`src/rtl/reg_pkg.sv`:
```
// Shared definitions for the elastic pipeline register: counter sizing and reset-value defaults.
package reg_pkg;

  localparam logic RST_BIT_DEFAULT = 1'b0;

  // A zero-width counter is illegal, so the smallest result is one bit.
  function automatic int unsigned clog2_safe(input int unsigned n);
    return (n < 32'd2) ? 32'd1 : $clog2(n);
  endfunction

endpackage

```
`src/rtl/reg_pipe_stage.sv`:
```
// One valid/data slot of the elastic pipe; accepts whenever it is empty or its successor takes its beat.
module reg_pipe_stage
  import reg_pkg::*;
#(
  parameter int unsigned           DATA_W  = 1,
  parameter logic [DATA_W-1:0]     RST_VAL = {DATA_W{RST_BIT_DEFAULT}}
) (
  input  logic              clk_i,
  input  logic              arst_n_i,
  input  logic              en_i,
  input  logic              flush_i,
  input  logic              in_valid_i,
  input  logic [DATA_W-1:0] in_data_i,
  output logic              out_valid_o,
  output logic [DATA_W-1:0] out_data_o,
  input  logic              out_ready_i
);

  logic              valid_d, valid_q;
  logic [DATA_W-1:0] data_d, data_q;

  always_comb begin
    valid_d = valid_q;
    data_d  = data_q;
    if (!en_i) begin
      valid_d = valid_q;
    end else if (flush_i) begin
      valid_d = 1'b0;
      data_d  = RST_VAL;
    end else if (in_valid_i && (!valid_q || out_ready_i)) begin
      valid_d = 1'b1;
      data_d  = in_data_i;
    end else if (out_ready_i) begin
      valid_d = 1'b0;
    end else begin
      valid_d = valid_q;
    end
  end

  always_ff @(posedge clk_i or negedge arst_n_i) begin
    if (!arst_n_i) begin
      valid_q <= 1'b0;
      data_q  <= RST_VAL;
    end else begin
      valid_q <= valid_d;
      data_q  <= data_d;
    end
  end

  assign out_valid_o = valid_q;
  assign out_data_o  = data_q;

endmodule

```
`src/rtl/reg_pipe.sv`:
```
// Elastic valid/ready pipeline of DEPTH stages with optional input skid slot, flush, clock enable
// and an occupancy counter.
module reg_pipe
  import reg_pkg::*;
#(
  parameter int                    DATA_W    = 1,
  parameter int                    DEPTH     = 2,
  parameter logic [DATA_W-1:0]     RST_VAL   = {DATA_W{RST_BIT_DEFAULT}},
  parameter int                    REG_READY = 0,
  localparam int unsigned          CNT_W     = clog2_safe(DEPTH + REG_READY + 1)
) (
  input  logic              clk_i,
  input  logic              arst_n_i,
  input  logic              en_i,
  input  logic              flush_i,
  input  logic              s_valid_i,
  output logic              s_ready_o,
  input  logic [DATA_W-1:0] s_data_i,
  output logic              m_valid_o,
  input  logic              m_ready_i,
  output logic [DATA_W-1:0] m_data_o,
  output logic [CNT_W-1:0]  count_o
);

  if (DEPTH < 1) begin : g_depth_chk
    $error("reg_pipe: DEPTH must be at least 1");
  end

  // Index 0 is the pipe input; index k+1 is the output of stage k.
  logic [DEPTH:0]             valid_s;
  logic [DEPTH:0]             ready_s;
  logic [DEPTH:0][DATA_W-1:0] data_s;
  logic                       xfer_en_s;
  logic                       acc_s;
  logic                       dlv_s;
  logic [CNT_W-1:0]           count_d, count_q;

  assign xfer_en_s = en_i & ~flush_i;

  // Ready chain evaluated from the valid flops only, so no stage output feeds back into it.
  always_comb begin
    ready_s = '0;
    ready_s[DEPTH] = m_ready_i;
    for (int k = DEPTH - 1; k >= 0; k--) begin
      ready_s[k] = ~valid_s[k+1] | ready_s[k+1];
    end
  end

  for (genvar k = 0; k < DEPTH; k++) begin : g_stage
    reg_pipe_stage #(
      .DATA_W  (DATA_W),
      .RST_VAL (RST_VAL)
    ) u_stage (
      .clk_i       (clk_i),
      .arst_n_i    (arst_n_i),
      .en_i        (en_i),
      .flush_i     (flush_i),
      .in_valid_i  (valid_s[k]),
      .in_data_i   (data_s[k]),
      .out_valid_o (valid_s[k+1]),
      .out_data_o  (data_s[k+1]),
      .out_ready_i (ready_s[k+1])
    );
  end

  if (REG_READY != 0) begin : g_skid
    logic              skid_valid_d, skid_valid_q;
    logic [DATA_W-1:0] skid_data_d, skid_data_q;

    // A held beat always goes to stage 0 before new input; an empty slot is bypassed.
    always_comb begin
      skid_valid_d = skid_valid_q;
      skid_data_d  = skid_data_q;
      if (!en_i) begin
        skid_valid_d = skid_valid_q;
      end else if (flush_i) begin
        skid_valid_d = 1'b0;
        skid_data_d  = RST_VAL;
      end else if (skid_valid_q) begin
        skid_valid_d = ~ready_s[0];
      end else if (s_valid_i && !ready_s[0]) begin
        skid_valid_d = 1'b1;
        skid_data_d  = s_data_i;
      end else begin
        skid_valid_d = 1'b0;
      end
    end

    always_ff @(posedge clk_i or negedge arst_n_i) begin
      if (!arst_n_i) begin
        skid_valid_q <= 1'b0;
        skid_data_q  <= RST_VAL;
      end else begin
        skid_valid_q <= skid_valid_d;
        skid_data_q  <= skid_data_d;
      end
    end

    assign valid_s[0] = skid_valid_q | s_valid_i;
    assign data_s[0]  = skid_valid_q ? skid_data_q : s_data_i;
    assign s_ready_o  = ~skid_valid_q & xfer_en_s;
  end else begin : g_noskid
    assign valid_s[0] = s_valid_i;
    assign data_s[0]  = s_data_i;
    assign s_ready_o  = ready_s[0] & xfer_en_s;
  end

  assign acc_s = s_valid_i & s_ready_o;
  assign dlv_s = valid_s[DEPTH] & m_ready_i & xfer_en_s;

  always_comb begin
    count_d = count_q;
    if (!en_i) begin
      count_d = count_q;
    end else if (flush_i) begin
      count_d = '0;
    end else begin
      count_d = count_q + CNT_W'(acc_s) - CNT_W'(dlv_s);
    end
  end

  always_ff @(posedge clk_i or negedge arst_n_i) begin
    if (!arst_n_i) begin
      count_q <= '0;
    end else begin
      count_q <= count_d;
    end
  end

  assign m_valid_o = valid_s[DEPTH] & xfer_en_s;
  assign m_data_o  = data_s[DEPTH];
  assign count_o   = count_q;

endmodule

```
`config.mk`:
```
export PLATFORM = sky130hd
export DESIGN_NAME = reg_pipe
export DESIGN_NICKNAME = d
export VERILOG_FILES = /design/src/rtl/reg_pkg.sv /design/src/rtl/reg_pipe_stage.sv /design/src/rtl/reg_pipe.sv
export SDC_FILE = /design/constraint.sdc
export NUM_CORES = 1
export LEC_CHECK = 0
export ABC_CLOCK_PERIOD_IN_PS = 3600
export BUFFER_PORTS_ARGS = -buffer_cell sky130_fd_sc_hd__buf_2
export CORE_AREA = 2 2 39 41
export DETAILED_ROUTE_END_ITERATION = 8
export DIE_AREA = 0 0 41 43
export SYNTH_ARGS = -nofsm -noshare
export SYNTH_HDL_FRONTEND = slang
export SYNTH_SLANG_ARGS = --single-unit
```
`constraint.sdc`:
```
create_clock -name clk_i -period 3.6 [get_ports clk_i]
set_input_delay 0.18 -clock clk_i [delete_from_list [all_inputs] [get_ports clk_i]]
set_output_delay 0.18 -clock clk_i [all_outputs]
set_load 0.1 [all_outputs]
```
# ---- Yosys cells after proc, flatten, opt, wreduce, memory -nomap -nowiden
# Index checks and enable logic that the tools add are counted.
dict set report word_totals {
  ff_bits 6
  inputBits 7
  out_inout_bits 5
  wordCells 43
}
dict set report op_classes {
  add_sub_neg 2
  n_mux 11
  n_bitwise 11
  reduce_logical 14
}
# cell count
set ops {}
lappend ops {{two-way mux 1 bit} 10}
lappend ops {{AND reduction 2 bit} 4}
lappend ops {{AND 1 bit} 6}
lappend ops {{nonzero test 3 bit} 2}
lappend ops {{nonzero test 2 bit} 2}
lappend ops {{NOT 1 bit} 3}
lappend ops {{adder 2 x 1 -> 2 bit} 1}
lappend ops {{logical AND 1 bit} 2}
lappend ops {{logical NOT 1 bit} 2}
lappend ops {{logical OR 1 bit} 2}
lappend ops {{two-way mux 2 bit} 1}
lappend ops {{OR 1 bit} 2}
lappend ops {{subtractor 2 x 1 -> 2 bit} 1}

# ---- Depth between registers and ports, before layout
# Gate-level depths: netlist of the first run.
dict set report depth {
  ltp_word 8
  ltp_mapped 10
  mapped_depth_nobuf 8
}

# ---- Cells and area by module
# Synthesis of the first run repeated with hierarchy kept, for this count alone.
dict set report hier_totals {
  cells_unflattened 44
  area_unflattened_um2 402.9
}
# module instances cells_per_inst area_per_inst_um2 seq_area_each_um2
set by_module_without_submodules {}
lappend by_module_without_submodules {reg_pipe_stage 2 12 117.6 50.0}
lappend by_module_without_submodules {reg_pipe 1 20 167.7 50.0}

# ---- Worst setup path before layout of the first run
# Ideal clock, no wire load.
dict set report synth_timing {
  path_type {input to register}
  startpoint {input port en_i}
  endpoint {register count_q[1] (netlist: count_o[1])}
  setup_ns 0.140
  arrival_time_ns 1.509
  required_time_ns 3.460
  setup_slack_ns 1.951
  stages 10
  n_path_buf 2
  cell_sequence {buf_6 -> nor2b_4 -> buf_6 -> and3_2 -> ha_1 -> inv_1 -> ha_1 -> xnor2_1 -> nand3b_1 -> o221ai_1}
}
dict set report synth_via {
  elab_chain_len 6
  elab_cells_between_ends 7
  cone_classes {add/sub (2); mux (1); bitwise (4)}
}
# element line
set synth_lines {}
lappend synth_lines {{start: declaration} reg_pipe.sv:14} ;# input logic en_i,
lappend synth_lines {{AND 1 bit} reg_pipe.sv:38} ;# assign xfer_en_s = en_i & ~flush_i;
lappend synth_lines {{AND 1 bit} reg_pipe.sv:105} ;# assign s_ready_o = ready_s[0] & xfer_en_s;
lappend synth_lines {{AND 1 bit} reg_pipe.sv:108} ;# assign acc_s = s_valid_i & s_ready_o;
lappend synth_lines {{adder 2 x 1 -> 2 bit} reg_pipe.sv:118} ;# count_d = count_q + CNT_W'(acc_s) - CNT_W'(dlv_s);
lappend synth_lines {{subtractor 2 x 1 -> 2 bit} reg_pipe.sv:118}
lappend synth_lines {{two-way mux 2 bit} reg_pipe.sv:115} ;# end else if (flush_i) begin
lappend synth_lines {{end signal: assignment} reg_pipe.sv:126} ;# count_q <= count_d;
lappend synth_lines {{end: declaration} reg_pipe.sv:36} ;# logic [CNT_W-1:0] count_d, count_q;
# Parallel ways exist; a longest one is shown, timed or not.
# A chain may end at the register's enable or synchronous reset.

# ---- Worst setup path in the final report of the first run
dict set report layout_timing {
  startpoint {register g_stage[0].u_stage.valid_q}
  endpoint {register count_q[1] (netlist: count_o[1])}
}
dict set report layout_via {
  elab_chain_len 7
}
# element line
set layout_lines {}
lappend layout_lines {{start: declaration} reg_pipe_stage.sv:19} ;# logic valid_d, valid_q;
lappend layout_lines {{start signal: assignment} reg_pipe_stage.sv:45} ;# valid_q <= valid_d;
lappend layout_lines {{NOT 1 bit} reg_pipe.sv:45} ;# ready_s[k] = ~valid_s[k+1] | ready_s[k+1];
lappend layout_lines {{OR 1 bit} reg_pipe.sv:45}
lappend layout_lines {{AND 1 bit} reg_pipe.sv:105}
lappend layout_lines {{AND 1 bit} reg_pipe.sv:108}
lappend layout_lines {{adder 2 x 1 -> 2 bit} reg_pipe.sv:118}
lappend layout_lines {{subtractor 2 x 1 -> 2 bit} reg_pipe.sv:118}
lappend layout_lines {{two-way mux 2 bit} reg_pipe.sv:115}
# No other way between the ends.

==> results.md, run 1 <==
- Outcome: finished, final reports clean
- Max Root-Sink Buffers: 2
- Power, Total: 0.237 mW
- Final net count: 63
- Total I/O pin count: 12
- CTS Hold Bufs: 1
- Worst vdd ir: 0.000152 V
- Die ar.: 1760 µm²
- Post-synthesis sequential area ratio: 37.6%
- CP max FO: 5
- Tightest Hold Check Type: input pin to flip-flop
- WP buf/inv: 1
- Post-cts sizing count: 0
- Setup Viol. Count Final: 0
- Layout Area Growth over Synthesis: 21.3%
- Number of distinct library cells after synthesis: 22
- DRT antenna net count: 0
- Root buffer cell: clkbuf_4
- Met3 Resource Use GR: 3.14%
- Critical path data arrival time: 1.71 ns
- Antenna cells: 0
- CTS buffer count: 3
- Routed WL per cell: 11.3 µm
- Post-Synthesis Cell Area: 399 µm²
- CP Data Required Time: 3.72 ns
- Initial DRT Pass Iterations: 4
- CTS tree: built
- Final wirelength: 765 µm
- Power per cell area: 490 nW/µm²
- # DRC: 0
- GR Util met2: 10.9%
- Starting density of the core: 28.8%
- Min Tclk post-route: 1.59 ns
- Setup repair bufs after CTS: 0
- Synth Instances: 39
- Post-DP HPWL: 570 µm
- CP max-delay cell: dfrtp_1
- Via count: 321
- Core area: 1380 µm²
- Top delay family on crit path: adder cells
- Clock Latency Late Sink: 0.25 ns
- CP dominant cell by count: ha_1
- Avg Inst Size Synth: 10.2 µm²
- Fmax: 630 MHz
- Total of max-cap violations: 0
- Final critical-path share of the clock period: 44.1%
- Met1 Track Usage GR: 14.0%
- GPL Wtd Cong: 0.692
- Setup_tns: 0 ns
- Pleak: 0.243 nW
- Setup CP Type: flip-flop to flip-flop
- CTS clk-pin slew, worst paths: 0.05 ns
- Via density: 4.72
- Normalized max-slew margin: 67.6%
- Pin count of the biggest net entering global routing: 10
- Worst Tran Pin Value: 0.489 ns
- Gr usage total: 10.3%
- # port buffers: 11
- Layout cell share with drive strength beyond 1: 36.5%
- Worst setup SP type: flip-flop
- Final Hold Viols: 0
- CTS Sinks: 6
- Hold Crit Depth: 3
- Syn_nets: 48
- Vias in the first global route: 241
- Initial antenna violation count: 0
- Die Y: 43 µm
- Critical Path Sink Type: flip-flop
- CP Depth: 8
- FF+latch count, synth: 6
- Drt initial violations: 8
- YS warnings: 0
- Grt ovf: 0
- CP cell instances: nand3b_2, nand3_1, ha_1, inv_1, ha_1, xnor2_1, nand3b_1, o221ai_1
- Global-route wire length before repair: 1.10 mm
- Hold_ws: 0.204 ns
- FP Rows: 14
- RSZ-0062 raised after global routing: false
- Final Skew: 0.00594 ns
- R2R cell count: 8
- Crit-path max cell delay: 0.42 ns
- H-tree depth: 1
- Pins Over Slew Limit: 0
- Die X: 41 µm
- Most Crowded Layer GR: met1
worst min-delay path, cell delays in order:
cell and delay (ns):
buf_2 0.08, nand4_1 0.09, o211ai_2 0.07
cell families (layout without fill, tap and decap cells):
| kind of cell | count (synthesis) | in the layout | synth area share, % |
|---|---|---|---|
| flops | 6 | 6 | 37.6 |
| simple gates | 13 | 13 | 23.8 |
| compound gates | 10 | 10 | 19.8 |
| fa+ha+maj | 2 | 2 | 6.27 |
| buf+inv | 7 | 20 | 10.3 |
| xor+xnor | 1 | 1 | 2.19 |
power breakdown:
part	switching (mW)	internal, mW
logic	0.0691	0.0197
registers	0.00717	0.0768
clock network	0.0267	0.0379
sequential cells by signal, summed over array words and instances, names as in the netlist:
signal	flops
count_o	2
g_stage.u_stage.out_valid_o	2
g_stage.u_stage.out_data_o	2
cells in the mapped netlist (all sizes together):
library cell / instances / area, µm²
dfrtp: 6 / 150
inv: 5 / 18.8
nand3b: 3 / 26.3
o21ai: 3 / 15.0
a211o: 2 / 17.5
a22o: 2 / 17.5
and2: 2 / 13.8
buf: 2 / 22.5
ha: 2 / 25.0
nand4: 2 / 12.5
nor2b: 2 / 20.0
o211ai: 2 / 20.0
and3: 1 / 7.51
nand2: 1 / 3.75
nand2b: 1 / 6.26
nand3: 1 / 5.00
o221ai: 1 / 8.76
xnor2: 1 / 8.76
cell usage in the layout (no fill, tap or decap):
cell,instances
nand2_1,1
and2_1,1
a22o_1,2
ha_1,2
inv_1,5
buf_2,11
o211ai_2,1
nor2b_4,1
nand2b_1,1
dlygate4sd3_1,1
dfrtp_1,6
clkbuf_4,3
a211o_1,2
nand3b_2,1
o221ai_1,1
nand3b_1,2
o21ai_0,3
and2_2,1
o211ai_1,1
xnor2_1,1
nand4_1,2
and3_2,1
nand3_1,1
nor2b_1,1
routing by layer:
metal / routed length, µm / part of all wire (%)
met1: 384 / 50
met2: 262 / 34
met3: 72 / 9.4
met5: 0 / 0
met4: 45 / 5.9
metrics by stage:
stage               util (%)  worst slack (ns)  std cells  cell area [µm²]
floorplan                  -              1.95         39              399
global placement        32.6              1.95         64              452
detailed placement      32.6              1.93         64              452
CTS                     35.0              1.99         68              484
global route            35.0              1.89         68              484
finish                  35.0              2.01         68              484
layout make-up:
| cell class | instances | area (µm²) |
|---|---|---|
| multi-input cells | 26 | 208 |
| clock buffers | 3 | 22.5 |
| inverters | 5 | 18.8 |
| well taps | 16 | 20.0 |
| fillers | 147 | 900 |
| repair buffers | 12 | 65.1 |
| flip-flops and latches | 6 | 150 |
worst paths after layout:
check,startpoint,endpoint,slack (ns)
worst max-delay path,g_stage[0].u_stage.out_valid_o$_DFFE_PN0P_,count_o[1]$_DFFE_PN0P_,2.01
worst min-delay path,s_data_i,g_stage[0].u_stage.out_data_o$_DFFE_PN0P_,0.20
worst max register to register,g_stage[0].u_stage.out_valid_o$_DFFE_PN0P_,count_o[1]$_DFFE_PN0P_,2.01
worst min register to register,count_o[0]$_DFFE_PN0P_,count_o[0]$_DFFE_PN0P_,0.54
max in group asynchronous,arst_n_i,g_stage[0].u_stage.out_data_o$_DFFE_PN0P_,3.17
min in group asynchronous,arst_n_i,count_o[0]$_DFFE_PN0P_,0.28
(Power assumes the default switching activity.)
==> run 2, diff against run 1 <==
- ABC_AREA: not set -> 1
- ABC_CLOCK_PERIOD_IN_PS: 3600 -> 1300
- clock period: 3.6 -> 1.3 ns (I/O delays scaled with it)
==> run 2 against run 1 <==
Compared with the run above:
- the run now ends with setup timing left
- cell area is 48% higher
- combinational power is 130% higher
- clock skew hardly changed
- final cell count is 46% higher
- first-iteration DRC count is 88% lower
- die area stayed put
- register-to-register slack worse by 2.2 ns
- utilization is 17 points higher
- sequential share of layout area is 9.7 points lower
==> results.md, run 2 <==
- Total I/O pin count: 12
- Failing checks: setup timing
- Setup_tns: -0.324 ns
- Synth Instances: 52
- Critical Path Sink Type: flip-flop
- Hold Path Origin: s_data_i
- Starting density of the core: 28.4%
- CTS clk-pin slew, worst paths: 0.05 ns
- CTS buffer count: 3
- Multiplexer area fraction after synthesis: 0%
- Grt ovf: 0
- Root buffer cell: clkbuf_4
- Routed WL per cell: 10.1 µm
- Min Tclk post-route: 1.50 ns
- Post-Synthesis Cell Area: 393 µm²
- Post-synthesis sequential area ratio: 38.2%
- # port buffers: 11
- CP cell instances: nand3_2, nand2_2, inv_2, nand2_4, ha_4, inv_4, ha_4, a22o_4
- Adder-Cell Fraction of Synth Area: 6.37%
- Crit-path max cell delay: 0.39 ns
- XOR/XNOR Fraction of Synth Area: 0%
- Worst vdd ir: 0.000430 V
- Worst Tran Pin Value: 0.484 ns
- Hold_ws: 0.114 ns
- Final net count: 93
- Outcome: finished with violations
- Initial DRT Pass Iterations: 2
- CP Data Required Time: 1.43 ns
- R2r endpoint: count_o[0]$_DFFE_PN0P_
- Pleak: 0.393 nW
- Worst setup SP type: flip-flop
- CP dominant cell by count: ha_4
- FF+latch count, synth: 6
- Fillers: 133
- Ys async rst share: 100%
- CP max FO: 2
- Die ar.: 1760 µm²
- Number of flops mapped to enable cells by yosys: 0
- Most instantiated library cell after synthesis: nand2_1
- Final Hold Viols: 0
- CTS Sinks: 6
- Hold Crit Depth: 3
- Via density: 4.33
- Post-DP HPWL: 672 µm
- H-tree depth: 1
- CP Depth: 8
- Top cell type's share of synthesized area: 38.2%
- Commonest non-fill, non-tap cell in the layout: nand2_1
- Critical path data arrival time: 1.63 ns
- Power per cell area: 833 nW/µm²
- Top cells by area, synth: dfrtp_1 (38%), nand2_1 (20%), inv_1 (8.6%)
- CP max-delay cell: dfrtp_1
- Synth Area in Simple Gates: 37.9%
- Via count: 429
- WP buf/inv: 2
- Post-route setup slack: -0.199 ns
- Die X: 41 µm
- FP Rows: 14
- Final wirelength: 996 µm
- Vias in the first global route: 383
- Synth cell count leaders: nand2_1 (21), inv_1 (9), dfrtp_1 (6)
- Clock Latency Late Sink: 0.24 ns
- # DRC: 0
- Final critical-path share of the clock period: 115%
- Number of distinct library cells after synthesis: 15
- Initial antenna violation count: 0
- Max Root-Sink Buffers: 2
- Main combinational cell family by area after synthesis: simple AND/OR/NAND/NOR gates
- RSZ-0062 raised after global routing: true
- Most frequent cells in the layout: nand2_1 (19), buf_4 (14), buf_2 (9)
- Avg Inst Size Synth: 7.56 µm²
- Normalized max-slew margin: 68.0%
- Drt initial violations: 1
- Core area: 1380 µm²
- Top delay family on crit path: adder cells
- Pin count of the biggest net entering global routing: 7
- Layout cell share with drive strength beyond 1: 56.6%
- YS warnings: 0
- Gr usage total: 13.6%
- Tightest Hold Check Type: input pin to flip-flop
- Syn_nets: 61
- Setup CP Type: flip-flop to flip-flop
- Antenna cells: 0
- Layout Area Growth over Synthesis: 82.5%
- Synth Area in Compound Gates: 7.96%
- Predominant post-synthesis flop cell: dfrtp_1
- Worst R2R Setup Slack: -0.20 ns
- GPL Wtd Cong: 0.714
- R2R cell count: 8
- Pins Over Slew Limit: 0
- Final Skew: 0.00639 ns
- Global-route wire length before repair: 1.55 mm
- Hold EP: g_stage[0].u_stage.out_data_o$_DFFE_PN0P_
- CTS tree: built
- Total of max-cap violations: 0
- Fmax: 667 MHz
- DP Worst Slack: -0.286 ns
- Reg-to-Reg Start: g_stage[0].u_stage.out_valid_o$_DFFE_PN0P_
- Setup Viol. Count Final: 2
- Die Y: 43 µm
- DRT antenna net count: 0
- Yosys top cell by area: dfrtp_1
[run 2: cell types whose count changed in the layout (fill, tap and decap cells not counted), sizes merged, moves of 3 or more]
cell    delta
nand3      +4
nand2     +20
nand3b     -3
inv        +5
buf       +15
[run 2: how the worst max path moves through the flow]
| stage | from | end | slack [ns] |
|---|---|---|---|
| 6_report | g_stage[0].u_stage.out_valid_o$_DFFE_PN0P_ | count_o[0]$_DFFE_PN0P_ | -0.20 |
| 3_3_place_gp | g_stage[0].u_stage.out_valid_o$_DFFE_PN0P_ | count_o[0]$_DFFE_PN0P_ | -0.25 |
| 4_1_cts | g_stage[0].u_stage.out_valid_o$_DFFE_PN0P_ | count_o[0]$_DFFE_PN0P_ | -0.21 |
| 2_1_floorplan | g_stage[0].u_stage.out_valid_o$_DFFE_PN0P_ | count_o[0]$_DFFE_PN0P_ | -0.22 |
| 3_5_place_dp | g_stage[1].u_stage.out_valid_o$_DFFE_PN0P_ | count_o[0]$_DFFE_PN0P_ | -0.29 |
| 5_1_grt | g_stage[0].u_stage.out_valid_o$_DFFE_PN0P_ | count_o[0]$_DFFE_PN0P_ | -0.25 |
[run 2: layout make-up]
cell class / count / area [µm²] / area share [%]
Timing Repair Buffer: 27 / 211 / 29.5
Clock buffer: 4 / 26.3 / 3.66
Inverter: 10 / 40.0 / 5.58
Tap cell: 16 / 20.0 / 2.79
Sequential cell: 6 / 153 / 21.3
Multi-Input combinational cell: 36 / 267 / 37.2
[run 2: power by group]
group	internal, mW	switching (mW)
sequential	0.200	0.0103
combinational	0.0829	0.124
clock	0.116	0.0639
[run 2: worst min-delay path, delay by kind of cell]
family	cells	cell delay, ns
AND/OR/NAND/NOR	2	0.17
buffers and inverters	1	0.09
[run 2: repair_timing]
| item | CTS | global route |
|---|---|---|
| endpoints found under the setup margin | 2 | 3 |
| hold buffers | 1 | 0 |
| pin swaps | 9 | 7 |
| setup buffers | 2 | 4 |
| resized for setup | 13 | 2 |
| hold endpoints to repair | 6 | 0 |
[run 2: per-stage QoR]
step | area [µm²] | power [mW] | utilization (%) | instances
after detailed placement | 571 | 0.376 | 41.2 | 88
after global routing | 717 | 0.643 | 51.8 | 99
final | 717 | 0.597 | 51.8 | 99
after CTS | 677 | 0.595 | 48.9 | 95
after floorplan | 398 | 0.311 | - | 52
after global placement | 571 | 0.374 | 41.2 | 88
[run 2: kinds of logic after synthesis]
kind of cell | Yosys count
compound gates | 4
fa+ha+maj | 2
buf+inv | 10
flops | 6
simple gates | 30
[run 2: metal layers]
metal	vias up	track usage (%)	share of wire, %
met5	-	0	0
met4	0	10.0	1.0
met3	2	4.71	3.3
met2	6	19.1	53
met1	198	16.3	43
li1	223	-	-
==> run 3, diff against run 2 <==
- GPL_TIMING_DRIVEN: not set -> 0
==> run 3 against run 2 <==
Compared with the run above:
- the run still ends with setup timing left
- register-to-register slack about the same
- highest routed layer unchanged
- largest cell class unchanged
- final cell count decreased by 13%
- maximum frequency increased by 0.71%
- non-clock buffer count decreased by 13
- power decreased by 7.1%
- critical endpoint unchanged
- critical path depth unchanged
- clock-buffer cell count unchanged
- worst hold slack got worse by 0.025 ns
- clock power increased by 3%
==> results.md, run 3 (same netlist as run 2, synthesis figures left out) <==
- Normalized max-slew margin: 68.1%
- Via count: 370
- Setup CP Type: flip-flop to flip-flop
- Layout Area Growth over Synthesis: 49.0%
- Critical Path Sink Type: flip-flop
- Post-route setup slack: -0.189 ns
- Die ar.: 1760 µm²
- Worst Tran Pin Value: 0.482 ns
- Final Skew: 0.00654 ns
- Final critical-path share of the clock period: 115%
- Initial antenna violation count: 0
- Pin count of the biggest net entering global routing: 8
- Tightest Hold Check Type: input pin to flip-flop
- Vias in the first global route: 348
- Pleak: 0.323 nW
- Pins Over Slew Limit: 0
- Outcome: finished with violations
- Initial DRT Pass Iterations: 2
- CTS tree: built
- FP Rows: 14
- Clock Latency Late Sink: 0.25 ns
- Setup Viol. Count Final: 2
- Post-route insts no fill: 86
- CP Data Required Time: 1.44 ns
- Gr usage total: 11.2%
- Most frequent cells in the layout: nand2_1 (19), buf_2 (9), inv_1 (6)
- Total of max-cap violations: 0
- Routed WL per cell: 9.21 µm
- RSZ-0062 raised after global routing: true
- Failing checks: setup timing
- Power per cell area: 947 nW/µm²
- Starting density of the core: 28.4%
- Final wirelength: 792 µm
- Drt initial violations: 3
- Commonest non-fill, non-tap cell in the layout: nand2_1
- Via density: 4.30
- Critical path data arrival time: 1.62 ns
- Sw Ratio: 34.3%
- Reg power frac: 38.0%
- Global-route wire length before repair: 1.28 mm
- CTS buffer count: 3
- Antenna cells: 0
- Grt ovf: 0
- H-tree depth: 1
- P_sw: 0.190 mW
- Die Y: 43 µm
- Final Hold Viols: 0
- Root buffer cell: clkbuf_4
- CTS Sinks: 6
- Internal: 0.365 mW
- Min Tclk post-route: 1.49 ns
- GPL Wtd Cong: 0.674
- # port buffers: 11
- Worst R2R Setup Slack: -0.19 ns
- Combinational fraction of design power: 28.7%
- Post-DP HPWL: 609 µm
- DRT antenna net count: 0
- Worst setup SP type: flip-flop
- Die X: 41 µm
- CTS clk-pin slew, worst paths: 0.05 ns
- Layout cell share with drive strength beyond 1: 47.1%
- Max Root-Sink Buffers: 2
- Total I/O pin count: 12
- # DRC: 0
- CP max FO: 3
- Fmax: 672 MHz
- Clk pwr share: 33.3%
- Final net count: 80
- Worst vdd ir: 0.000449 V
- Core area: 1380 µm²
- Hold_ws: 0.0888 ns
- Placed instance count: 79
[run 3: changes by cell type in the layout (fill, tap and decap cells not counted), sizes merged]
cell | previous run | this run
buf | 26 | 13
[run 3: repair_timing]
item	in CTS	in global routing
hold buffers	1	0
endpoints found under the hold margin	6	0
gates cloned	0	0
endpoints found under the setup margin	3	2
gates resized for setup	12	2
buffers inserted	2	0
pin swaps	8	6
[run 3: final timing paths]
kind | from | endpoint | cells past startpoint
setup / recovery | g_stage[1].u_stage.out_valid_o$_DFFE_PN0P_ | count_o[0]$_DFFE_PN0P_ | 8
hold / removal | s_data_i | g_stage[0].u_stage.out_data_o$_DFFE_PN0P_ | 3
setup reg to reg | g_stage[1].u_stage.out_valid_o$_DFFE_PN0P_ | count_o[0]$_DFFE_PN0P_ | 8
hold reg to reg | g_stage[1].u_stage.out_data_o$_DFFE_PN0P_ | g_stage[1].u_stage.out_data_o$_DFFE_PN0P_ | 2
max in group asynchronous | arst_n_i | count_o[0]$_DFFE_PN0P_ | 2
min in group asynchronous | arst_n_i | g_stage[0].u_stage.out_valid_o$_DFFE_PN0P_ | 2
[run 3: power groups by stage]
| stage | combinational, mW | clock [mW] | sequential (mW) |
|---|---|---|---|
| final | 0.159 | 0.185 | 0.211 |
| after global routing | 0.170 | 0.219 | 0.211 |
| after CTS | 0.157 | 0.201 | 0.210 |
| after detailed placement | 0.132 | 0 | 0.212 |
| after global placement | 0.131 | 0 | 0.211 |
| after floorplan | 0.0640 | 0 | 0.247 |
[run 3: worst max-delay path, cell delays in order, from the launching register on]
cell,delay (ns)
dfrtp_1,0.40
nand3_2,0.10
nand2_2,0.06
inv_2,0.07
nand2_4,0.06
ha_4,0.27
inv_4,0.03
ha_4,0.20
a22o_4,0.20
[run 3: layout make-up]
cell class                      instances  area, µm²
Multi-Input combinational cell         36        262
Tap cell                               16       20.0
Fill cell                             138        798
Sequential cell                         6        153
Clock buffer                            4       26.3
Inverter                               10       40.0
Timing Repair Buffer                   14       85.1
[run 3: per-stage QoR]
step	instance area, µm²	util, %	total power [mW]	TNS, ns	setup slack [ns]
CTS	578	41.8	0.568	-0.322	-0.204
detailed placement	473	34.2	0.344	-0.573	-0.314
floorplan	398	-	0.311	-0.353	-0.224
global placement	473	34.2	0.343	-0.553	-0.312
global route	586	42.3	0.601	-0.420	-0.223
finish	586	42.3	0.555	-0.315	-0.189
[run 3: per-layer routing]
layer | GRT usage, % | part of all wire, % | wire length [µm] | vias up
met5 | 0 | 0 | 0 | -
met4 | 10.0 | 1.9 | 15 | 0
met3 | 3.14 | 3.5 | 28 | 2
met2 | 16.6 | 51 | 400 | 8
met1 | 12.2 | 44 | 347 | 164
li1 | - | - | - | 196
